==> config.mk <==
export PLATFORM = sky130hd
export DESIGN_NAME = mlp_act_buffer
export DESIGN_NICKNAME = d
export VERILOG_FILES = /design/src/rtl/mlp_act_buffer.sv
export SDC_FILE = /design/constraint.sdc
export NUM_CORES = 1
export LEC_CHECK = 0
export BUFFER_PORTS_ARGS = -buffer_cell sky130_fd_sc_hd__buf_2
export CAP_MARGIN = 25
export CORE_MARGIN = 10
export CORE_UTILIZATION = 53
export DETAILED_ROUTE_END_ITERATION = 7
export PLACE_DENSITY = 0.84
export SETUP_SLACK_MARGIN = 0.3
export SYNTH_ARGS = -nofsm -noshare
export SYNTH_HDL_FRONTEND = slang
export SYNTH_SLANG_ARGS = --single-unit
==> constraint.sdc <==
create_clock -name clk -period 3.3 [get_ports clk]
set_input_delay 0.165 -clock clk [delete_from_list [all_inputs] [get_ports clk]]
set_output_delay 0.165 -clock clk [all_outputs]
set_load 0.005 [all_outputs]
==> src/rtl/mlp_act_buffer.sv <==
// Ping-pong activation buffer between the MLP I/O and its N neurons.
// Optional: define MLP_ACT_RELU_EN to apply ReLU to captured neuron outputs.
module mlp_act_buffer #(
  parameter int N = 2,
  parameter int W = 8,
  parameter int M = 3
) (
  input  logic                   clk,
  input  logic                   rst,
  input  logic [N*W-1:0]         in_data,
  input  logic                   in_valid,
  output logic                   in_ready,
  output logic                   init,
  input  logic                   read_en,
  input  logic                   write_en,
  input  logic                   done,
  input  logic [$clog2(M-1)-1:0] layer_addr,
  output logic [N*W-1:0]         act_out,
  input  logic [N*W-1:0]         nout,
  input  logic                   nout_valid,
  output logic [N*W-1:0]         result,
  output logic                   result_valid,
  input  logic                   result_ready,
  output logic                   err
);

  localparam int CW = $clog2(M);
  localparam logic [CW-1:0] LAST_LAYER = CW'(M - 1);

  typedef enum logic [1:0] {IDLE, START, RUN, OUT} state_t;

  state_t           state_q, state_d;
  logic [N*W-1:0]   bank_q [2];
  logic [N*W-1:0]   bank_d [2];
  logic             sel_q, sel_d;
  logic [CW-1:0]    layer_cnt_q, layer_cnt_d;
  logic             in_ready_q, in_ready_d;
  logic             init_q, init_d;
  logic             result_valid_q, result_valid_d;
  logic             err_q, err_d;
  logic [N*W-1:0]   cap_data;
  logic [CW-1:0]    layer_addr_ext;

  assign layer_addr_ext = CW'(layer_addr);

`ifdef MLP_ACT_RELU_EN
  always_comb begin
    cap_data = nout;
    for (int i = 0; i < N; i++) begin
      if (nout[i*W + W-1]) cap_data[i*W +: W] = '0;
    end
  end
`else
  assign cap_data = nout;
`endif

  // NOTE: every signal gets its hold value first so no path leaves one unassigned, which would infer a latch.
  always_comb begin
    state_d     = state_q;
    bank_d[0]   = bank_q[0];
    bank_d[1]   = bank_q[1];
    sel_d       = sel_q;
    layer_cnt_d = layer_cnt_q;
    err_d       = err_q;

    case (state_q)
      IDLE: begin
        if (in_valid) begin
          bank_d[0]   = in_data;
          sel_d       = 1'b0;
          layer_cnt_d = '0;
          state_d     = START;
        end
      end
      START: state_d = RUN;
      RUN: begin
        if (nout_valid) begin
          if (write_en) begin
            bank_d[~sel_q] = cap_data;
            sel_d          = ~sel_q;
            // Saturated counter: the extra capture is kept but flagged.
            if (layer_cnt_q == LAST_LAYER) err_d = 1'b1;
            else                           layer_cnt_d = layer_cnt_q + 1'b1;
          end else begin
            err_d = 1'b1;
          end
        end
        if (read_en && (layer_addr_ext != layer_cnt_q)) err_d = 1'b1;
        if (done) begin
          state_d = OUT;
          if (layer_cnt_d != LAST_LAYER) err_d = 1'b1;
        end
      end
      OUT: begin
        if (result_ready) state_d = IDLE;
      end
      default: state_d = IDLE;
    endcase

    in_ready_d     = (state_d == IDLE);
    init_d         = (state_d == START);
    result_valid_d = (state_d == OUT);
  end

  // NOTE: state updates use <= so every flop samples pre-edge values regardless of statement order.
  always_ff @(posedge clk) begin
    if (rst) begin
      state_q        <= IDLE;
      sel_q          <= 1'b0;
      layer_cnt_q    <= '0;
      in_ready_q     <= 1'b1;
      init_q         <= 1'b0;
      result_valid_q <= 1'b0;
      err_q          <= 1'b0;
      // NOTE: the banks are reset deliberately so act_out is zero straight after reset.
      bank_q[0]      <= '0;
      bank_q[1]      <= '0;
    end else begin
      state_q        <= state_d;
      sel_q          <= sel_d;
      layer_cnt_q    <= layer_cnt_d;
      in_ready_q     <= in_ready_d;
      init_q         <= init_d;
      result_valid_q <= result_valid_d;
      err_q          <= err_d;
      bank_q[0]      <= bank_d[0];
      bank_q[1]      <= bank_d[1];
    end
  end

  assign act_out      = bank_q[sel_q];
  assign result       = bank_q[sel_q];
  assign in_ready     = in_ready_q;
  assign init         = init_q;
  assign result_valid = result_valid_q;
  assign err          = err_q;

endmodule

==> results.txt, run 1 <==
----------------------------------------------------
[Run status]
  Status ... finished clean

[Logic synthesis]
  Mapped cell area ... 2220 um^2
  Yosys warns ... 0
  Syn Area/Cell ... 9.40 um^2
  Syn nets ... 279
  Synthesized netlist cell count ... 236
  Register bit count reported by yosys ... 42
  Count of different cell masters after synthesis ... 37
  Share of synthesized area occupied by flip-flops and latches ... 0.379

[Layout]
  Leading cell type in the layout, fill and taps excluded ... sky130_fd_sc_hd__buf_2
  Fraction of final layout cells with drive strength greater than 1 ... 0.417
  Area growth from synthesis to final layout ... 13.6%
  Layout Nets ... 325
  Fill count ... 348
  Antenna fix cells ... 0
  Leading cell types in the layout, fill and taps excluded ... sky130_fd_sc_hd__buf_2, sky130_fd_sc_hd__dfxtp_1, sky130_fd_sc_hd__a21oi_1, sky130_fd_sc_hd__nand3_1, sky130_fd_sc_hd__nor2_1
  Area of all placed cells without fillers ... 2520 um^2

[Floorplanning]
  Die width ... 84.7 um
  I/O pin cnt ... 77
  Initial cell density of the core ... 0.551
  Std-Cell Rows ... 23
  Core footprint ... 4030 um^2
  Die Footprint ... 7170 um^2
  Vertical extent of the die ... 84.7 um

[Placement]
  Post-detailed-placement half-perimeter wirelength ... 4060 um
  Count of buffers from port buffering ... 76
  RePlAce Congestion ... 0.751
  Placed Instance Area ... 2410 um^2

[STA]
  Worst clock skew ... 0.00695 ns
  Setup Viol. Count Final ... 0
  Transition time at the pin with the least slew margin ... 1.01 ns
  Sum Neg Setup Slack ... 0 ns
  Max_slew headroom ... 0.326
  Unrepaired setup endpoints after global routing ... false
  Post-route minimum period ... 2.10 ns
  Hold violation count in the final report ... 0
  Final max-slew violation count ... 0
  Maximum clock frequency ... 475 MHz
  Period Utilization, post-route ... 0.638

[Critical path]
  Capturing element type of the critical path ... flip-flop
  Startpoint types ... flip-flop
  Max stage delay cell, worst path ... sky130_fd_sc_hd__and4b_1
  Required time of the critical path ... 3.50 ns
  Buffers & Inverters on Critical Path ... 0
  Reg2Reg Depth ... 3
  Slowest cell delay on critical path ... 0.64 ns
  Critical path depth in cells ... 3
  Sequence of cells on the critical path ... and4b_1 > nand2_2 > a221oi_1
  Critical path origin ... state_q[1]
  Dominant delay contributor by cell family on the critical path ... simple AND/OR/NAND/NOR gates
  CP Class ... reg -> reg
  Crit Reg-Reg Startpoint ... state_q[1]
  Maximum fanout along the worst path ... 16
  Data arrival time at the worst-slack endpoint ... 2.31 ns

[Global routing]
  Pin count of the biggest net entering global routing ... 42
  Initial antenna violation count ... 0
  Overall track demand over capacity in global routing ... 0.159
  Global-route wire length before repair ... 9650 um
  Gr ovfl total ... 0
  Vias in the first global route ... 1,985

[Drt]
  M1 WL ... 2330 um
  DR vias ... 1,993
  Detail-routed net length per standard cell ... 17.6 um
  Detailed-route DRC error count ... 0
  Residual antenna-violating net count after detailed routing ... 0
  Highest Signal Layer ... met4
  Starting DRC count in detailed routing ... 233
  Iteration count of the initial detailed-routing pass ... 4
  Vias/cell ... 5.98
  Wire length after detailed routing ... 5850 um
  Detailed-routed wire length on met2 ... 3010 um
  Length of routed met3 wiring ... 435 um

[Clock network]
  TritonCTS clock tree ... yes
  Number of buffers on the longest clock path ... 2
  Setup fix buffers added after clock tree synthesis ... 0
  Root buf cell ... sky130_fd_sc_hd__clkbuf_8
  Quantity of gates resized following cts ... 0
  Clock buffer count from CTS ... 5
  Worst-skew pair later-pin latency ... 0.30 ns
  Clock sink count ... 42
  Number of H-tree branching levels ... 2
  Number of buffers inserted by hold repair at cts ... 0
  CTS clock-pin slew for the worst setup and hold paths ... 0.09 ns

[Power]
  Power density over cell area ... 473 nW/um^2
  Worst IR drop on VDD ... 0.191 mV
  Leak Pwr ... 0.00104 uW
  Total power ... 1190 uW

[Min path]
  Hold Path Class ... in -> reg
  Worst Hold Depth ... 3
  Startpoint of the tightest hold check path ... nout[6]

[Flow run]
  Maximum Capacitance Violations ... 0

----------------------------------------------------
==> cell usage after synthesis <==
master	n	area share
sky130_fd_sc_hd__dfxtp_1	42	0.38
sky130_fd_sc_hd__a21oi_1	21	0.047
sky130_fd_sc_hd__nand3_1	19	0.043
sky130_fd_sc_hd__nor2_1	19	0.032
sky130_fd_sc_hd__buf_4	18	0.061
sky130_fd_sc_hd__o21ai_0	17	0.038
sky130_fd_sc_hd__a32oi_1	16	0.063
sky130_fd_sc_hd__mux2_2	16	0.081
sky130_fd_sc_hd__a221oi_2	10	0.068
sky130_fd_sc_hd__buf_2	7	0.016
sky130_fd_sc_hd__clkbuf_1	7	0.012
sky130_fd_sc_hd__a221oi_1	6	0.024
sky130_fd_sc_hd__buf_6	5	0.025
sky130_fd_sc_hd__nand2_1	4	0.0068
sky130_fd_sc_hd__nand2b_1	3	0.0085
sky130_fd_sc_hd__buf_1	2	0.0034
sky130_fd_sc_hd__ha_1	2	0.011
sky130_fd_sc_hd__inv_1	2	0.0034
sky130_fd_sc_hd__nand4b_1	2	0.0079
sky130_fd_sc_hd__a311oi_1	1	0.0039
sky130_fd_sc_hd__and2_1	1	0.0028
sky130_fd_sc_hd__and3_1	1	0.0028
sky130_fd_sc_hd__and4b_1	1	0.0045
sky130_fd_sc_hd__buf_8	1	0.0068
sky130_fd_sc_hd__clkinv_1	1	0.0017
sky130_fd_sc_hd__mux2i_1	1	0.0045
sky130_fd_sc_hd__nand2_2	1	0.0028
sky130_fd_sc_hd__nand4_1	1	0.0028
sky130_fd_sc_hd__nor2b_1	1	0.0028
sky130_fd_sc_hd__nor3_1	1	0.0023
sky130_fd_sc_hd__nor3b_4	1	0.0085
sky130_fd_sc_hd__nor4_1	1	0.0028
sky130_fd_sc_hd__o21ba_2	1	0.0045
sky130_fd_sc_hd__o22a_1	1	0.0039
sky130_fd_sc_hd__o311ai_0	1	0.0039
sky130_fd_sc_hd__or3b_2	1	0.0039
sky130_fd_sc_hd__xor2_1	1	0.0039
==> stage by stage <==
step	std cells	setup slack (ns)	hold WS, ns	util
2_1_floorplan	236	1.86	0.329	-
3_3_place_gp	325	1.32	0.449	0.599
3_5_place_dp	325	1.22	0.459	0.599
4_1_cts	333	1.21	0.139	0.626
5_1_grt	333	0.965	0.149	0.626
6_report	333	1.20	0.138	0.626
==> cell families (layout without fill, tap and decap cells) <==
kind of cell,after synthesis,count (layout),share of synthesized area
muxes,17,17,0.0857
buffers and inverters,43,90,0.129
adders and majority gates,2,2,0.0113
AOI/OAI and AO/OA,74,74,0.257
DFF,42,42,0.379
and+or+nand+nor,57,57,0.134
xor gates and xnor gates,1,1,0.00395
==> path summary, 6_finish.rpt <==
check                               endpoint  slack, ns
worst max-delay path            bank_q[0][0]       1.20
worst min-delay path            bank_q[1][6]       0.14
worst max register to register  bank_q[0][0]       1.20
worst min register to register  bank_q[1][4]       0.48
==> worst register-to-register path, stage by stage (launching register included) <==
cell and delay (ns):
sky130_fd_sc_hd__dfxtp_1 0.55, sky130_fd_sc_hd__and4b_1 0.65, sky130_fd_sc_hd__nand2_2 0.43, sky130_fd_sc_hd__a221oi_1 0.38
==> metal layers <==
layer  vias to the layer above  track usage
met3                         7       0.0522
met4                         0       0.0614
met2                        73        0.268
li1                        964            -
met1                       949        0.183
met5                         -            0
==> registers in the layout (all words and copies together), names as in the netlist, named ones only <==
register / count
result_valid: 1
err: 1
layer_cnt_q: 2
init: 1
in_ready: 1
bank_q: 32
sel_q: 1
state_q: 2
==> cell type report <==
class,instances,area [um^2],share of cell area
inverters,3,11.3,0.00447
flip-flops and latches,42,841,0.333
clock inverters,3,40.0,0.0159
well taps,50,62.6,0.0248
multi-input cells,151,1090,0.434
clock buffers,5,68.8,0.0273
repair buffers,79,403,0.160
==> power breakdown <==
group          switching [uW]  internal (uW)  total, uW
registers                21.7            538        560
clock network             184            223        407
logic                     118            108        226
No activity file was read; power rests on OpenSTA's default activity.
==> inputs of run 2 (changes only) <==
- ABC_AREA: not set -> 1
- CORE_UTILIZATION: 53 -> 45
- PLACE_DENSITY: 0.84 -> 0.76
- clock period: 3.3 -> 1.78 ns (I/O delays scaled with it)
==> results.txt, run 2 <==
----------------------------------------------------
[Logic synthesis]
  Top cell types by occurrence after synthesis ... sky130_fd_sc_hd__nand2_1, sky130_fd_sc_hd__nor2_1, sky130_fd_sc_hd__o21ai_0 (was sky130_fd_sc_hd__dfxtp_1, sky130_fd_sc_hd__a21oi_1, sky130_fd_sc_hd__nand3_1, sky130_fd_sc_hd__nor2_1, sky130_fd_sc_hd__buf_4)
  Cell type with the highest aggregate area in the netlist ... sky130_fd_sc_hd__dfxtp_1 (unchanged)
  Post-synthesis xor/xnor area fraction ... 0 (was 0.00395)
  Share of the synthesized area in compound gates (AO/OA/AOI/OAI) ... 0.129 (was 0.257)
  Post-synth EDFFs ... 0 (unchanged)
  Synthesized netlist cell count ... 338 (was 236)
  Count of different cell masters after synthesis ... 20 (was 37)
  Register bit count reported by yosys ... 42 (unchanged)
  Main combinational cell family by area after synthesis ... simple AND/OR/NAND/NOR gates (was compound AO/OA/AOI/OAI gates)
  Yosys top cell area share ... 0.383 (was 0.379)
  Dominant register cell in the synthesized netlist ... sky130_fd_sc_hd__dfxtp_1 (unchanged)
  Post-synthesis adder-cell area fraction ... 0.0114 (was 0.0113)
  Area share of and/or/nand/nor cells after synthesis ... 0.329 (was 0.134)
  Mux contribution to synthesized area ... 0 (was 0.0857)
  Syn Area/Cell ... 6.49 um^2 (was 9.40 um^2)
  Syn nets ... 381 (was 279)
  Share of synthesized area occupied by flip-flops and latches ... 0.383 (was 0.379)
  Biggest area contributors in the synthesized netlist ... sky130_fd_sc_hd__dfxtp_1, sky130_fd_sc_hd__nand2_1, sky130_fd_sc_hd__nor2_1, sky130_fd_sc_hd__o21ai_0, sky130_fd_sc_hd__buf_4 (was sky130_fd_sc_hd__dfxtp_1, sky130_fd_sc_hd__mux2_2, sky130_fd_sc_hd__a221oi_2, sky130_fd_sc_hd__a32oi_1, sky130_fd_sc_hd__buf_4)
  Yosys warns ... 0 (unchanged)
  Mapped cell area ... 2190 um^2 (was 2220 um^2)
  Most instantiated library cell after synthesis ... sky130_fd_sc_hd__nand2_1 (was sky130_fd_sc_hd__dfxtp_1)
  Share of synthesized flip-flops with an asynchronous set or reset ... 0 (unchanged)

[STA]
  Sum Neg Setup Slack ... 0 ns (unchanged)
  Unrepaired setup endpoints after global routing ... false (unchanged)
  Final max-slew violation count ... 0 (unchanged)
  Maximum clock frequency ... 705 MHz (was 475 MHz)
  Setup Viol. Count Final ... 0 (unchanged)
  Post-route minimum period ... 1.42 ns (was 2.10 ns)
  Period Utilization, post-route ... 0.796 (was 0.638)
  Worst clock skew ... 0.00759 ns (was 0.00695 ns)
  Transition time at the pin with the least slew margin ... 0.387 ns (was 1.01 ns)
  Hold violation count in the final report ... 0 (unchanged)
  Worst hold slack across all endpoints ... 0.0358 ns (was 0.138 ns)
  Max_slew headroom ... 0.742 (was 0.326)

[Layout]
  Area of all placed cells without fillers ... 2720 um^2 (was 2520 um^2)
  Antenna fix cells ... 0 (unchanged)
  Fill count ... 470 (was 348)
  Fraction of final layout cells with drive strength greater than 1 ... 0.263 (was 0.417)
  Area growth from synthesis to final layout ... 24.0% (was 13.6%)
  Flip-flop count of the largest register after layout ... 32 (unchanged)
  Leading cell types in the layout, fill and taps excluded ... sky130_fd_sc_hd__nand2_1, sky130_fd_sc_hd__buf_2, sky130_fd_sc_hd__nor2_1, sky130_fd_sc_hd__o21ai_0, sky130_fd_sc_hd__dfxtp_1 (was sky130_fd_sc_hd__buf_2, sky130_fd_sc_hd__dfxtp_1, sky130_fd_sc_hd__a21oi_1, sky130_fd_sc_hd__nand3_1, sky130_fd_sc_hd__nor2_1)
  Biggest register ... bank_q (unchanged)
  Largest regs ... bank_q (32), layer_cnt_q (2), state_q (2) (unchanged)
  Number of standard cells in the layout, taps in and fillers out ... 466 (was 333)
  Layout Nets ... 442 (was 325)
  Leading cell type in the layout, fill and taps excluded ... sky130_fd_sc_hd__nand2_1 (was sky130_fd_sc_hd__buf_2)

[Floorplanning]
  Die width ... 89.8 um (was 84.7 um)
  Vertical extent of the die ... 89.8 um (was 84.7 um)
  Initial cell density of the core ... 0.464 (was 0.551)
  Die Footprint ... 8070 um^2 (was 7170 um^2)
  I/O pin cnt ... 77 (unchanged)
  Std-Cell Rows ... 25 (was 23)
  Core footprint ... 4720 um^2 (was 4030 um^2)

[Global routing]
  Initial antenna violation count ... 0 (unchanged)
  Overall track demand over capacity in global routing ... 0.144 (was 0.159)
  Vias in the first global route ... 2,099 (was 1,985)
  Global-route wire length before repair ... 9820 um (was 9650 um)
  Gr ovfl total ... 0 (unchanged)
  Pin count of the biggest net entering global routing ... 23 (was 42)

[Flow run]
  Maximum Capacitance Violations ... 0 (unchanged)

[Power]
  Total power ... 2170 uW (was 1190 uW)
  Leak Pwr ... 0.00135 uW (was 0.00104 uW)
  Worst IR drop on VDD ... 0.471 mV (was 0.191 mV)
  Power density over cell area ... 797 nW/um^2 (was 473 nW/um^2)

[Drt]
  Starting DRC count in detailed routing ... 150 (was 233)
  Residual antenna-violating net count after detailed routing ... 0 (unchanged)
  DR vias ... 2,229 (was 1,993)
  Wire length after detailed routing ... 6190 um (was 5850 um)
  Detailed-route DRC error count ... 0 (unchanged)
  Detail-routed net length per standard cell ... 13.3 um (was 17.6 um)
  Iteration count of the initial detailed-routing pass ... 4 (unchanged)
  Vias/cell ... 4.78 (was 5.98)

[Critical path]
  Capturing element type of the critical path ... flip-flop (unchanged)
  Required time of the critical path ... 2.01 ns (was 3.50 ns)
  Startpoint types ... flip-flop (unchanged)
  Maximum fanout along the worst path ... 16 (unchanged)
  CP Class ... reg -> reg (unchanged)
  Data arrival time at the worst-slack endpoint ... 1.64 ns (was 2.31 ns)

[Clock network]
  Clock sink count ... 42 (unchanged)
  Worst-skew pair later-pin latency ... 0.30 ns (about the same)
  Clock buffer count from CTS ... 5 (unchanged)
  TritonCTS clock tree ... yes (unchanged)
  Number of buffers on the longest clock path ... 2 (unchanged)
  CTS clock-pin slew for the worst setup and hold paths ... 0.08 ns (was 0.09 ns)
  Root buf cell ... sky130_fd_sc_hd__clkbuf_8 (unchanged)
  Number of buffers inserted by hold repair at cts ... 0 (unchanged)
  Number of H-tree branching levels ... 2 (unchanged)

[Min path]
  Hold Path Class ... in -> reg (unchanged)

[Placement]
  Count of buffers from port buffering ... 76 (unchanged)
  Placed Instance Area ... 2490 um^2 (was 2410 um^2)
  RePlAce Congestion ... 0.789 (was 0.751)
  Post-detailed-placement half-perimeter wirelength ... 4150 um (was 4060 um)
  # placed instances ... 454 (was 325)

[Run status]
  Status ... finished clean (unchanged)

----------------------------------------------------
==> run 2: changes by cell type after synthesis, sizes merged, moves of 16 or more <==
cell    delta
nor2      +50
mux2      -16
a221oi    -16
nand2     +93
a21oi     -16
o21ai     +33
a32oi     -16
inv       +25
==> run 2: area by class of cell <==
class	count	area, um^2	share of cell area
Clock inverter	2	10.0	0.00368
Clock buffer	5	68.8	0.0253
Tap cell	67	83.8	0.0308
Timing Repair Buffer	82	458	0.168
Inverter	28	118	0.0433
Sequential cell	42	847	0.312
Multi-Input combinational cell	240	1130	0.417
==> run 2: worst paths after layout <==
kind / endpoint / from / depth (start not counted) / slack (ns)
setup / recovery: bank_q[0][0] / state_q[0] / 8 / 0.36
hold / removal: bank_q[1][8] / nout[8] / 3 / 0.04
setup reg to reg: bank_q[0][0] / state_q[0] / 8 / 0.36
hold reg to reg: bank_q[1][3] / bank_q[1][3] / 2 / 0.49
==> run 2: cell families after synthesis <==
family | after synthesis
adder cells (fa/ha/maj) | 2
buffers and inverters | 60
AO/OA/AOI/OAI | 56
flip-flops | 42
AND/OR/NAND/NOR | 178
==> run 2: through the flow <==
step | util | setup WS (ns)
final | 0.576 | 0.362
after global routing | 0.576 | 0.285
after CTS | 0.555 | 0.308
after detailed placement | 0.527 | 0.173
after global placement | 0.527 | 0.251
after floorplan | - | 0.539
==> run 2: report_power, final <==
| part | leakage (uW) | total [uW] | switching [uW] | internal [uW] |
|---|---|---|---|---|
| clock | 0.0000438 | 585 | 322 | 263 |
| combinational | 0.000965 | 542 | 323 | 220 |
| sequential | 0.000345 | 1040 | 29.2 | 1010 |
==> run 2: metal layers <==
metal	global-route usage	vias up	part of all wire
met5	0	-	0
met4	0.0418	0	0.014
met3	0.0540	9	0.083
met2	0.244	68	0.50
met1	0.163	991	0.41
li1	-	1161	-
==> run 2: worst max-delay path: stages (launching register included) <==
cell                      delay [ns]
sky130_fd_sc_hd__dfxtp_2        0.34
sky130_fd_sc_hd__inv_2          0.10
sky130_fd_sc_hd__nand2_2        0.10
sky130_fd_sc_hd__nor2_4         0.23
sky130_fd_sc_hd__nand3_4        0.10
sky130_fd_sc_hd__buf_12         0.17
sky130_fd_sc_hd__nand2_8        0.13
sky130_fd_sc_hd__nor2_1         0.05
sky130_fd_sc_hd__nor2_1         0.12
==> run 2: what timing repair did <==
action,CTS,global route
buffers inserted,0,1
gates cloned,3,1
endpoints found under the setup margin,42,35
pin swaps,2,2
gates resized for setup,5,16
